**config.mk**
```make
export PLATFORM = sky130hd
export DESIGN_NAME = dff_shift_deser
export DESIGN_NICKNAME = d
export VERILOG_FILES = /design/src/rtl/dff_shift_deser.sv
export SDC_FILE = /design/constraint.sdc
export NUM_CORES = 1
export LEC_CHECK = 0
export CORE_ASPECT_RATIO = 1.1
export CORE_MARGIN = 3
export CORE_UTILIZATION = 51
export CTS_CLUSTER_SIZE = 12
export DETAILED_ROUTE_END_ITERATION = 6
export PLACE_DENSITY_LB_ADDON = 0.05
export SYNTH_ARGS = -nofsm -noshare
export SYNTH_HDL_FRONTEND = slang
export SYNTH_SLANG_ARGS = --single-unit
```
**constraint.sdc**
```tcl
create_clock -name clk -period 3.7 [get_ports clk]
set_input_delay 0.74 -clock clk [delete_from_list [all_inputs] [get_ports clk]]
set_output_delay 0.74 -clock clk [all_outputs]
set_load 0.005 [all_outputs]
```
**src/rtl/dff_shift_deser.sv**
```systemverilog
// dff_shift_deser: serial-to-parallel deserializer.
// Bits are collected in a D flip-flop shift register. Each finished WIDTH-bit
// word moves into a one-word output register that a valid/ready consumer drains.
//
// Handshakes:
//   bit side : a bit moves when bit_valid & bit_ready are both high on a rising
//              clk. bit_ready is combinational. It drops only for clear, or when
//              the completing bit would land on a held word that is not being
//              taken this cycle.
//   word side: a word moves when out_valid & out_ready are both high on a rising
//              clk. out_data holds steady while out_valid=1 and out_ready=0.
//              out_ready with out_valid=0 has no effect.
module dff_shift_deser #(
  parameter int WIDTH     = 8,
  parameter bit MSB_FIRST = 1'b1
) (
  input  logic                     clk,
  input  logic                     rst,
  input  logic                     d_in,
  input  logic                     bit_valid,
  output logic                     bit_ready,
  input  logic                     clear,
  output logic [WIDTH-1:0]         out_data,
  output logic                     out_valid,
  input  logic                     out_ready,
  output logic [$clog2(WIDTH)-1:0] bit_cnt
);

  localparam int CW = $clog2(WIDTH);
  localparam logic [CW-1:0] LAST_CNT = CW'(WIDTH - 1);

  typedef enum logic {
    OUT_EMPTY = 1'b0,
    OUT_FULL  = 1'b1
  } out_state_e;

  out_state_e       state_q, state_d;
  logic [WIDTH-1:0] sr_q, sr_d;
  logic [CW-1:0]    cnt_q, cnt_d;
  logic [WIDTH-1:0] data_q, data_d;

  logic [WIDTH-1:0] sr_shifted;
  logic             at_last;
  logic             accept;
  logic             complete;

  // Shift-register contents after one more accepted bit, in the chosen bit order.
  always_comb begin
    if (MSB_FIRST) begin
      sr_shifted = {sr_q[WIDTH-2:0], d_in};
    end else begin
      sr_shifted = {d_in, sr_q[WIDTH-1:1]};
    end
  end

  // Input acceptance. Only the completing bit waits on a held word.
  always_comb begin
    at_last   = (cnt_q == LAST_CNT);
    bit_ready = ~clear & ~(at_last & (state_q == OUT_FULL) & ~out_ready);
    accept    = bit_valid & bit_ready;
    complete  = accept & at_last;
  end

  // Next state for the partial word. clear flushes it and wins over an incoming bit.
  always_comb begin
    sr_d  = sr_q;
    cnt_d = cnt_q;
    if (clear) begin
      sr_d  = '0;
      cnt_d = '0;
    end else if (accept) begin
      sr_d  = sr_shifted;
      cnt_d = complete ? '0 : cnt_q + 1'b1;
    end
  end

  // Output-register FSM. A completion while full is only possible when the held
  // word is leaving in the same cycle, so the new word replaces it without a bubble.
  always_comb begin
    state_d = state_q;
    data_d  = data_q;
    case (state_q)
      OUT_EMPTY: begin
        if (complete) begin
          state_d = OUT_FULL;
          data_d  = sr_shifted;
        end
      end
      OUT_FULL: begin
        if (complete) begin
          data_d = sr_shifted;
        end else if (out_ready) begin
          state_d = OUT_EMPTY;
        end
      end
      default: begin
        state_d = OUT_EMPTY;
      end
    endcase
  end

  // Register update. Reset overrides everything, including a held word.
  always_ff @(posedge clk) begin
    if (rst) begin
      state_q <= OUT_EMPTY;
      sr_q    <= '0;
      cnt_q   <= '0;
      data_q  <= '0;
    end else begin
      state_q <= state_d;
      sr_q    <= sr_d;
      cnt_q   <= cnt_d;
      data_q  <= data_d;
    end
  end

  assign out_valid = (state_q == OUT_FULL);
  assign out_data  = data_q;
  assign bit_cnt   = cnt_q;

endmodule

```
* Word-level counts from Yosys, hierarchy flattened *
Index checks and enable logic that the tools add are counted.

operators by class
  mux-type cells = 6
  reduce and logical (&&, ||, !) cells = 1
  bitwise operators = 9
  equal/unequal tests = 1
  add/subtract/negate cells = 1

operator list
  kind                   number
  $mux W8                1
  $and A1 B1 Y1          5
  $not A1 Y1             4
  $add A3 B1 Y3 const B  1
  $eq A3 B3 Y1 const B   1
  $mux W1                3
  $mux W3                1
  $pmux W1 S2            1
  $reduce_or A2 Y1       1

storage, ports and cells
  bits of input ports = 6
  bits in registers = 19
  logic and storage cells = 22

* Logic depth before layout (Yosys ltp) *
Gate-level depths: netlist (run 1).

  depth after elaboration = 9
  depth in mapped cells = 6
  mapped depth without buffers = 5

* Least setup slack after synthesis (run 1) *
OpenSTA, ideal clock, no wires.

  kind = register -> output
  start = reg cnt_q[0], in the netlist bit_cnt[0]
  end = out bit_ready
  data required time = 2,960 ps
  path slack = 1,941 ps
  data arrival time = 1,019 ps
  stages on the path, launching flop included = 5
  cells stage by stage = dfxtp_1 > ha_1 > ha_1 > and3b_1 > nor2_1

on the way
  longest elaborated chain between the ends = 5

RTL lines
  element                      line  RTL
  start, declared              39    logic [CW-1:0] cnt_q, cnt_d;
  start signal, assigned       112   cnt_q <= cnt_d;
  $eq A3 B3 Y1                 58    at_last = (cnt_q == LAST_CNT);
  $and A1 B1 Y1 (2 in series)  59    bit_ready = ~clear & ~(at_last & (state_q == OUT_FULL) & ~out_ready);
  $not A1 Y1                   59
  $and A1 B1 Y1                59
  end, declared                21    output logic bit_ready,

No other way between the ends.

* Final worst setup path (run 1) *
  start = in out_ready
  end = out bit_ready

on the way
  longest elaborated chain between the ends = 4

RTL lines
  element          line  RTL
  start, declared  25    input logic out_ready,
  $not A1 Y1       59
  $and A1 B1 Y1    59
  $not A1 Y1       59
  $and A1 B1 Y1    59

No other way between the ends.

==> flow_metrics.tcl, run 1 <==
set metrics [dict create \
    synthCells 83 \
    whs_ns 0.468 \
    htree_levels 1 \
    cts_post_setup_buffers_inserted 0 \
    syn2layout_area_growth_pct 24.5 \
    worst_pin_slew_ns 0.634 \
    max-vdd-ir-drop_uv 233 \
    worstPathRequired_ns 2.96 \
    multi_input_area_um2 417 \
    timing.fmax_mhz 365 \
    grt_max_degree 19 \
    synth_edf_count 0 \
    finalCriticalPeriod_ns 2.74 \
    grt_overflow 0 \
    synth_warnings 0 \
    holdBufCountCts 0 \
    synth.avg_cell_area_um2 9.98 \
    final-setup-viol-count 0 \
    place_area_um2 1000 \
    gr-max-usage-layer "met2" \
    cap_viol_max_count 0 \
    root_buffer "clkbuf_4" \
    ys_seq_elements 19 \
    clock-skew-final_ns 0.00256 \
    grtUsageTotal 0.141 \
    dieArea_um2 2140 \
    clkPwrFrac 0.306 \
    met3_usage 0.0406 \
    clkLatencyLatePin_ns 0.29 \
    wl_per_cell_um 10.9 \
    start_kind "input pin" \
    io_pins 19 \
    rsz0062_at_grt "false" \
    rows 14 \
    grt_pass1_wl_um 2150 \
    swShare 0.210 \
    hold_viol_final 0 \
    use_met1 0.196 \
    ant_nets 0 \
    path_cells "clkdlybuf4s50_1 -> and3b_1 -> nor2_1 -> clkdlybuf4s50_1" \
    start_util 0.570 \
    dp_slack_ns 0.971 \
    nets 111 \
    drt_iter0_drc 7 \
    setup_slack_ns 0.959 \
    synthesis.area_um2 828 \
    path_common_cell "clkdlybuf4s50_1" \
    die_x_um 44.4 \
    final_max_slew_viol_count 0 \
    stdcell_area_um2 1030 \
    cp.arrival_ns 2.00 \
    antenna_cells 0 \
    crit_buf_inv 2 \
    seqCellArea_um2 380 \
    setup.worst_path.class "in2out" \
    status "completed" \
    port_buffers 18 \
    min_period_over_period 0.741 \
    yosys.area.top_type "dfxtp_1" \
    cts_tree "done" \
    crit_path_end_kind "output pin" \
    drive_above_1_share 0.0588 \
    tns_ns 0 \
    ys.flop_type "dfxtp_1" \
    critPathSlowestCell "clkdlybuf4s50_1" \
    core_um2 1450 \
    leakagePower_nw 0.368 \
    yosysUniqueCellTypes 15 \
    antenna_found_initial 0 \
    clock_sinks 19 \
    vias_per_cell 4.95 \
    num_vias 584 \
    cts_made_buffers 3 \
    ys_top_cells_by_area "dfxtp_1 (46%), mux2i_1 (22%), nand2b_1 (13%), nand2_1 (6.8%), ha_1 (3.0%)" \
    yosys.area.top_type_share 0.459 \
    die_h_um 48.3 \
    hold_path.class "reg2reg" \
    cp_top_family "buffers and inverters" \
    ctsResizeCount 0 \
    drt_pre_antenna_iters 4 \
    p_int_mw 0.261 \
    synth_fp_nets 91 \
    ys_async_sr_fraction 0 \
    drc_errors 0 \
    gp_congestion 0.731 \
    pwr-share-seq 0.623 \
    clkSlewWorstSetupHoldPaths_ns 0.10 \
    use_met2 0.198 \
    first_global_vias 503 \
    fill_cells 118 \
    clockBufferDepth 2 \
    ys_seq_area_frac 0.459 \
    p_sw_mw 0.0694 \
    max-slew-margin-rel 0.575 \
    power.total_mw 0.330 \
    wirelength_um 1280 \
    pwr-share-comb 0.071 \
    powerDensity_nw_per_um2 320 \
    cp_max_fo 2 \
    slowest_delay_ns 0.51 \
]
-- per-stage QoR --
step	std cells	util
after floorplan	83	-
after global placement	114	0.691
after detailed placement	114	0.691
after CTS	118	0.709
after global routing	118	0.709
final	118	0.709
-- synthesized netlist by cell type, types with 2 or more instances --
cell type	count
buf_6	2
dfxtp_1	19
ha_1	2
mux2i_1	18
nand2_1	15
nand2b_1	17
nor2_1	2
-- routing by layer --
metal / wire length, um / share of wire / vias up
met5: 0 / 0 / -
li1: - / - / 309
met3: 63 / 0.049 / 4
met4: 18 / 0.014 / 0
met1: 664 / 0.52 / 257
met2: 537 / 0.42 / 14
-- worst paths after layout --
kind / start / to / slack [ns] / depth (start not counted)
worst max-delay path: out_ready / bit_ready / 0.96 / 4
worst min-delay path: sr_q[6] / sr_q[6] / 0.47 / 2
worst max register to register: bit_cnt[0] / sr_q[3] / 1.89 / 5
worst min register to register: sr_q[6] / sr_q[6] / 0.47 / 2
-- cell usage in the layout (no fill, tap or decap) --
master,instances
dfxtp_1,19
mux2i_1,18
clkdlybuf4s50_1,18
nand2b_1,17
nand2_1,15
clkbuf_4,3
nor2_1,2
ha_1,2
and3b_1,1
nor2_2,1
nor2b_1,1
nor2b_2,1
and3_1,1
a21oi_1,1
clkbuf_1,1
buf_4,1
-- layout make-up --
| class | count | share of cell area |
|---|---|---|
| multi-input cells | 60 | 0.404 |
| flip-flops and latches | 19 | 0.369 |
| repair buffers | 19 | 0.182 |
| clock buffers | 4 | 0.0255 |
| well taps | 16 | 0.0194 |
-- logic make-up (layout without fill, tap and decap cells) --
group	Yosys count	in the layout	share of synthesized area
multiplexers	18	18	0.218
buffers and inverters	4	23	0.0378
AO/OA/AOI/OAI	1	1	0.00604
AND/OR/NAND/NOR	39	39	0.249
flip-flops	19	19	0.459
adder cells (fa/ha/maj)	2	2	0.0302
-- flip-flops by register name, summed over array words and instances (netlist names) --
register   count
out_valid      1
bit_cnt        3
sr_q           7
out_data       8
-- power by group through the flow --
| stage | combinational, mW | clock [mW] | sequential (mW) |
|---|---|---|---|
| after global routing | 0.0255 | 0.113 | 0.206 |
| final | 0.0234 | 0.101 | 0.206 |
| after floorplan | 0.0140 | 0 | 0.210 |
| after CTS | 0.0236 | 0.108 | 0.206 |
| after detailed placement | 0.0236 | 0 | 0.210 |
| after global placement | 0.0233 | 0 | 0.210 |
-- worst min-delay path, stage by stage (launching register included) --
cell and delay (ns):
dfxtp_1 0.32, nand2_1 0.05, mux2i_1 0.05
Power figures use the tool's default switching activity.
==> run 2: changes to the inputs <==
Settings changed: CORE_UTILIZATION 51 to 47.
Clock period 3.7 ns to 2.75 ns, I/O delays scaled along.
==> flow_metrics.tcl, run 2 (same netlist as run 1, synthesis figures left out) <==
set metrics [dict create \
    status "completed" \
    min_period_over_period 0.872 \
    wl_per_cell_um 10.9 \
    cp.arrival_ns 1.85 \
    worst_pin_slew_ns 0.626 \
    whs_ns 0.471 \
    ant_nets 0 \
    num_vias 578 \
    layout.cells.non_filler 119 \
    min_from "sr_q[6]" \
    rsz0062_at_grt "false" \
    worstPathRequired_ns 2.20 \
    r2r_cells 5 \
    final_max_slew_viol_count 0 \
    multi_input_area_um2 417 \
    largest_reg_flops 8 \
    path_common_cell "ha_1" \
    start_kind "flip-flop" \
    holdBufCountCts 0 \
    syn2layout_area_growth_pct 24.6 \
    grt_max_degree 18 \
    gp_congestion 0.664 \
    die_x_um 46.0 \
    drive_above_1_share 0.0588 \
    max-slew-margin-rel 0.581 \
    hold_viol_final 0 \
    critPathSlowestCell "clkdlybuf4s50_1" \
    root_buffer "clkbuf_4" \
    cts_made_buffers 3 \
    core_um2 1610 \
    first_global_vias 529 \
    clock-skew-final_ns 0.00160 \
    dp_hpwl_um 973 \
    power.total_mw 0.442 \
    grt_overflow 0 \
    seqCellArea_um2 380 \
    crit_path_end_kind "output pin" \
    antenna_found_initial 0 \
    clkLatencyLatePin_ns 0.28 \
    htree_levels 1 \
    finalCriticalPeriod_ns 2.40 \
    setup_slack_ns 0.352 \
    min_path_cells 2 \
    cts_post_setup_buffers_inserted 0 \
    grtUsageTotal 0.140 \
    r2r_start "bit_cnt[0]" \
    grt_pass1_wl_um 2260 \
    leakagePower_nw 0.368 \
    dp.cells 115 \
    clock_sinks 19 \
    layout_common_cells "dfxtp_1 (19), mux2i_1 (18), clkdlybuf4s50_1 (18)" \
    drc_errors 0 \
    setup.worst_path.class "reg2out" \
    worstReg2RegEnd "bit_cnt[2]" \
    reg2reg_slack_ns 0.94 \
    antenna_cells 0 \
    timing.fmax_mhz 417 \
    start_util 0.513 \
    drt_pre_antenna_iters 2 \
    dieArea_um2 2300 \
    io_pins 19 \
    tns_ns 0 \
    drt_iter0_drc 3 \
    wirelength_um 1300 \
    cap_viol_max_count 0 \
    die_h_um 50.0 \
    clockBufferDepth 2 \
    ctsResizeCount 0 \
    rows 15 \
    vias_per_cell 4.86 \
    powerDensity_nw_per_um2 428 \
    cts_tree "done" \
    nets 111 \
    fill_cells 141 \
    final_common_cell "dfxtp_1" \
    holdPathEnd "sr_q[6]" \
    dp_slack_ns 0.395 \
    final-setup-viol-count 0 \
    max-vdd-ir-drop_uv 330 \
    hold_path.class "reg2reg" \
    cp_max_fo 4 \
    slowest_delay_ns 0.50 \
    clkSlewWorstSetupHoldPaths_ns 0.10 \
    port_buffers 18 \
    path_cells "ha_1 -> ha_1 -> and3b_1 -> nor2_1 -> clkdlybuf4s50_1" \
]
run 2: worst max-delay path: cells and delay by family (launching register included):
| kind | cells | cell delay [ns] |
|---|---|---|
| DFF | 1 | 0.35 |
| adders and majority gates | 2 | 0.41 |
| buffers and inverters | 1 | 0.50 |
| and+or+nand+nor | 2 | 0.30 |
run 2: cell type report:
type | count | share of cell area
Multi-Input combinational cell | 60 | 0.404
Sequential cell | 19 | 0.368
Timing Repair Buffer | 19 | 0.182
Clock buffer | 4 | 0.0255
Tap cell | 17 | 0.0206
run 2: power breakdown:
part / switching, mW / leakage (nW) / total [mW] / internal, mW
Combinational: 0.0132 / 0.200 / 0.0316 / 0.0184
Clock: 0.0770 / 0.0150 / 0.133 / 0.0563
Sequential: 0.000788 / 0.153 / 0.277 / 0.276
run 2: worst max path at each step:
stage,start,to,slack [ns]
CTS,bit_cnt[0],bit_ready,0.32
global route,bit_cnt[0],bit_ready,0.23
detailed placement,out_ready,bit_ready,0.40
floorplan,bit_cnt[0],bit_ready,1.18
global placement,out_ready,bit_ready,0.42
finish,bit_cnt[0],bit_ready,0.35
run 2: stage by stage:
step	utilization	area, um2
3_5_place_dp	0.623	1010
4_1_cts	0.640	1030
5_1_grt	0.640	1030
2_1_floorplan	-	828
6_report	0.640	1030
3_3_place_gp	0.623	1010
run 2: layer usage:
layer / up-vias / share of wire / GRT usage
li1: 309 / - / -
met1: 254 / 0.49 / 0.183
met2: 11 / 0.45 / 0.190
met3: 4 / 0.037 / 0.0365
met4: 0 / 0.026 / 0.0995
met5: - / 0 / 0
==> run 3: changes to the inputs <==
Settings changed: MAX_ROUTING_LAYER set to met4.
==> flow_metrics.tcl, run 3 (same netlist as run 1, synthesis figures left out) <==
set metrics [dict create \
    status "completed" \
    final_max_slew_viol_count 0 \
    min_period_over_period 0.872 \
    clock_sinks 19 \
    holdBufCountCts 0 \
    fin_util 0.640 \
    cts_tree "done" \
    leakagePower_nw 0.368 \
    cp.arrival_ns 1.85 \
    layout_common_cells "dfxtp_1 (19), mux2i_1 (18), clkdlybuf4s50_1 (18)" \
    min_path_cells 2 \
    drive_above_1_share 0.0588 \
    slowest_delay_ns 0.50 \
    rsz0062_at_grt "false" \
    grt_pass1_wl_um 2270 \
    drc_errors 0 \
    timing.fmax_mhz 417 \
    root_buffer "clkbuf_4" \
    fill_cells 141 \
    gp_congestion 0.671 \
    finalCriticalPeriod_ns 2.40 \
    final-setup-viol-count 0 \
    wl_per_cell_um 10.9 \
    start_util 0.513 \
    clock-skew-final_ns 0.00146 \
    largest_reg_flops 8 \
    path_depth 5 \
    drt_pre_antenna_iters 2 \
    worstPathRequired_ns 2.20 \
    syn2layout_area_growth_pct 24.6 \
    rows 15 \
    crit_buf_inv 1 \
    crit_path_end_kind "output pin" \
    max-vdd-ir-drop_uv 330 \
    dp_hpwl_um 973 \
    htree_levels 1 \
    wirelength_um 1300 \
    critPathSlowestCell "clkdlybuf4s50_1" \
    first_global_vias 529 \
    drt_iter0_drc 3 \
    cap_viol_max_count 0 \
    die_h_um 50.0 \
    path_cells "ha_1 -> ha_1 -> and3b_1 -> nor2_1 -> clkdlybuf4s50_1" \
    ant_nets 0 \
    setup.worst_path.class "reg2out" \
    max-slew-margin-rel 0.581 \
    powerDensity_nw_per_um2 428 \
    clkLatencyLatePin_ns 0.28 \
    r2r_cells 5 \
    final_common_cell "dfxtp_1" \
    cts_made_buffers 3 \
    hold_path.class "reg2reg" \
    vias_per_cell 4.86 \
    die_x_um 46.0 \
    hold_viol_final 0 \
    num_vias 578 \
    ctsResizeCount 0 \
    core_um2 1610 \
    grt_max_degree 18 \
    grt_overflow 0 \
    start_kind "flip-flop" \
    dieArea_um2 2300 \
    cp_top_family "buffers and inverters" \
    antenna_cells 0 \
    grtUsageTotal 0.143 \
    nets 111 \
    cp_max_fo 4 \
    clockBufferDepth 2 \
    path_common_cell "ha_1" \
    port_buffers 18 \
    antenna_found_initial 0 \
    clkSlewWorstSetupHoldPaths_ns 0.10 \
    worst_pin_slew_ns 0.626 \
    tns_ns 0 \
    cts_post_setup_buffers_inserted 0 \
    io_pins 19 \
]
[run 3: cell counts in the layout (fill, tap and decap cells not counted)]
No cell type changed its count.
[run 3: cell type report]
cell class,instances,area (um2),share of cell area
Tap cell,17,21.3,0.0206
Sequential cell,19,380,0.368
Multi-Input combinational cell,60,417,0.404
Timing Repair Buffer,19,188,0.182
Clock buffer,4,26.3,0.0255
[run 3: final timing paths]
path / from / slack [ns] / to
worst min-delay path: sr_q[6] / 0.47 / sr_q[6]
worst max register to register: bit_cnt[0] / 0.94 / bit_cnt[2]
worst min register to register: sr_q[6] / 0.47 / sr_q[6]
worst max-delay path: bit_cnt[0] / 0.35 / bit_ready
[run 3: power by group]
part / leakage, nW / total (mW) / internal, mW / switching [mW]
Combinational: 0.200 / 0.0316 / 0.0184 / 0.0132
Sequential: 0.153 / 0.277 / 0.276 / 0.000788
Clock: 0.0150 / 0.133 / 0.0563 / 0.0770
Total: 0.368 / 0.442 / 0.351 / 0.0909
[run 3: worst reg2reg max path, stage by stage, from the launching register on]
cell and delay [ns]:
dfxtp_1 0.35, ha_1 0.20, ha_1 0.21, and3b_1 0.21, nor2b_2 0.52, mux2i_1 0.26
[run 3: layer usage]
layer / vias to the layer above / share of wire / track usage
li1: 309 / - / -
met1: 254 / 0.49 / 0.185
met2: 11 / 0.45 / 0.190
met3: 4 / 0.032 / 0.0328
met4: 0 / 0.026 / 0.0995
met5: - / 0 / -
[run 3: per-stage QoR]
step	area, um2	hold slack [ns]	total power, mW	setup slack, ns	std cells
2_1_floorplan	828	0.435	0.302	1.18	83
3_3_place_gp	1010	0.449	0.315	0.419	115
3_5_place_dp	1010	0.464	0.315	0.395	115
4_1_cts	1030	0.481	0.454	0.320	119
5_1_grt	1030	0.501	0.467	0.225	119
6_report	1030	0.471	0.442	0.352	119
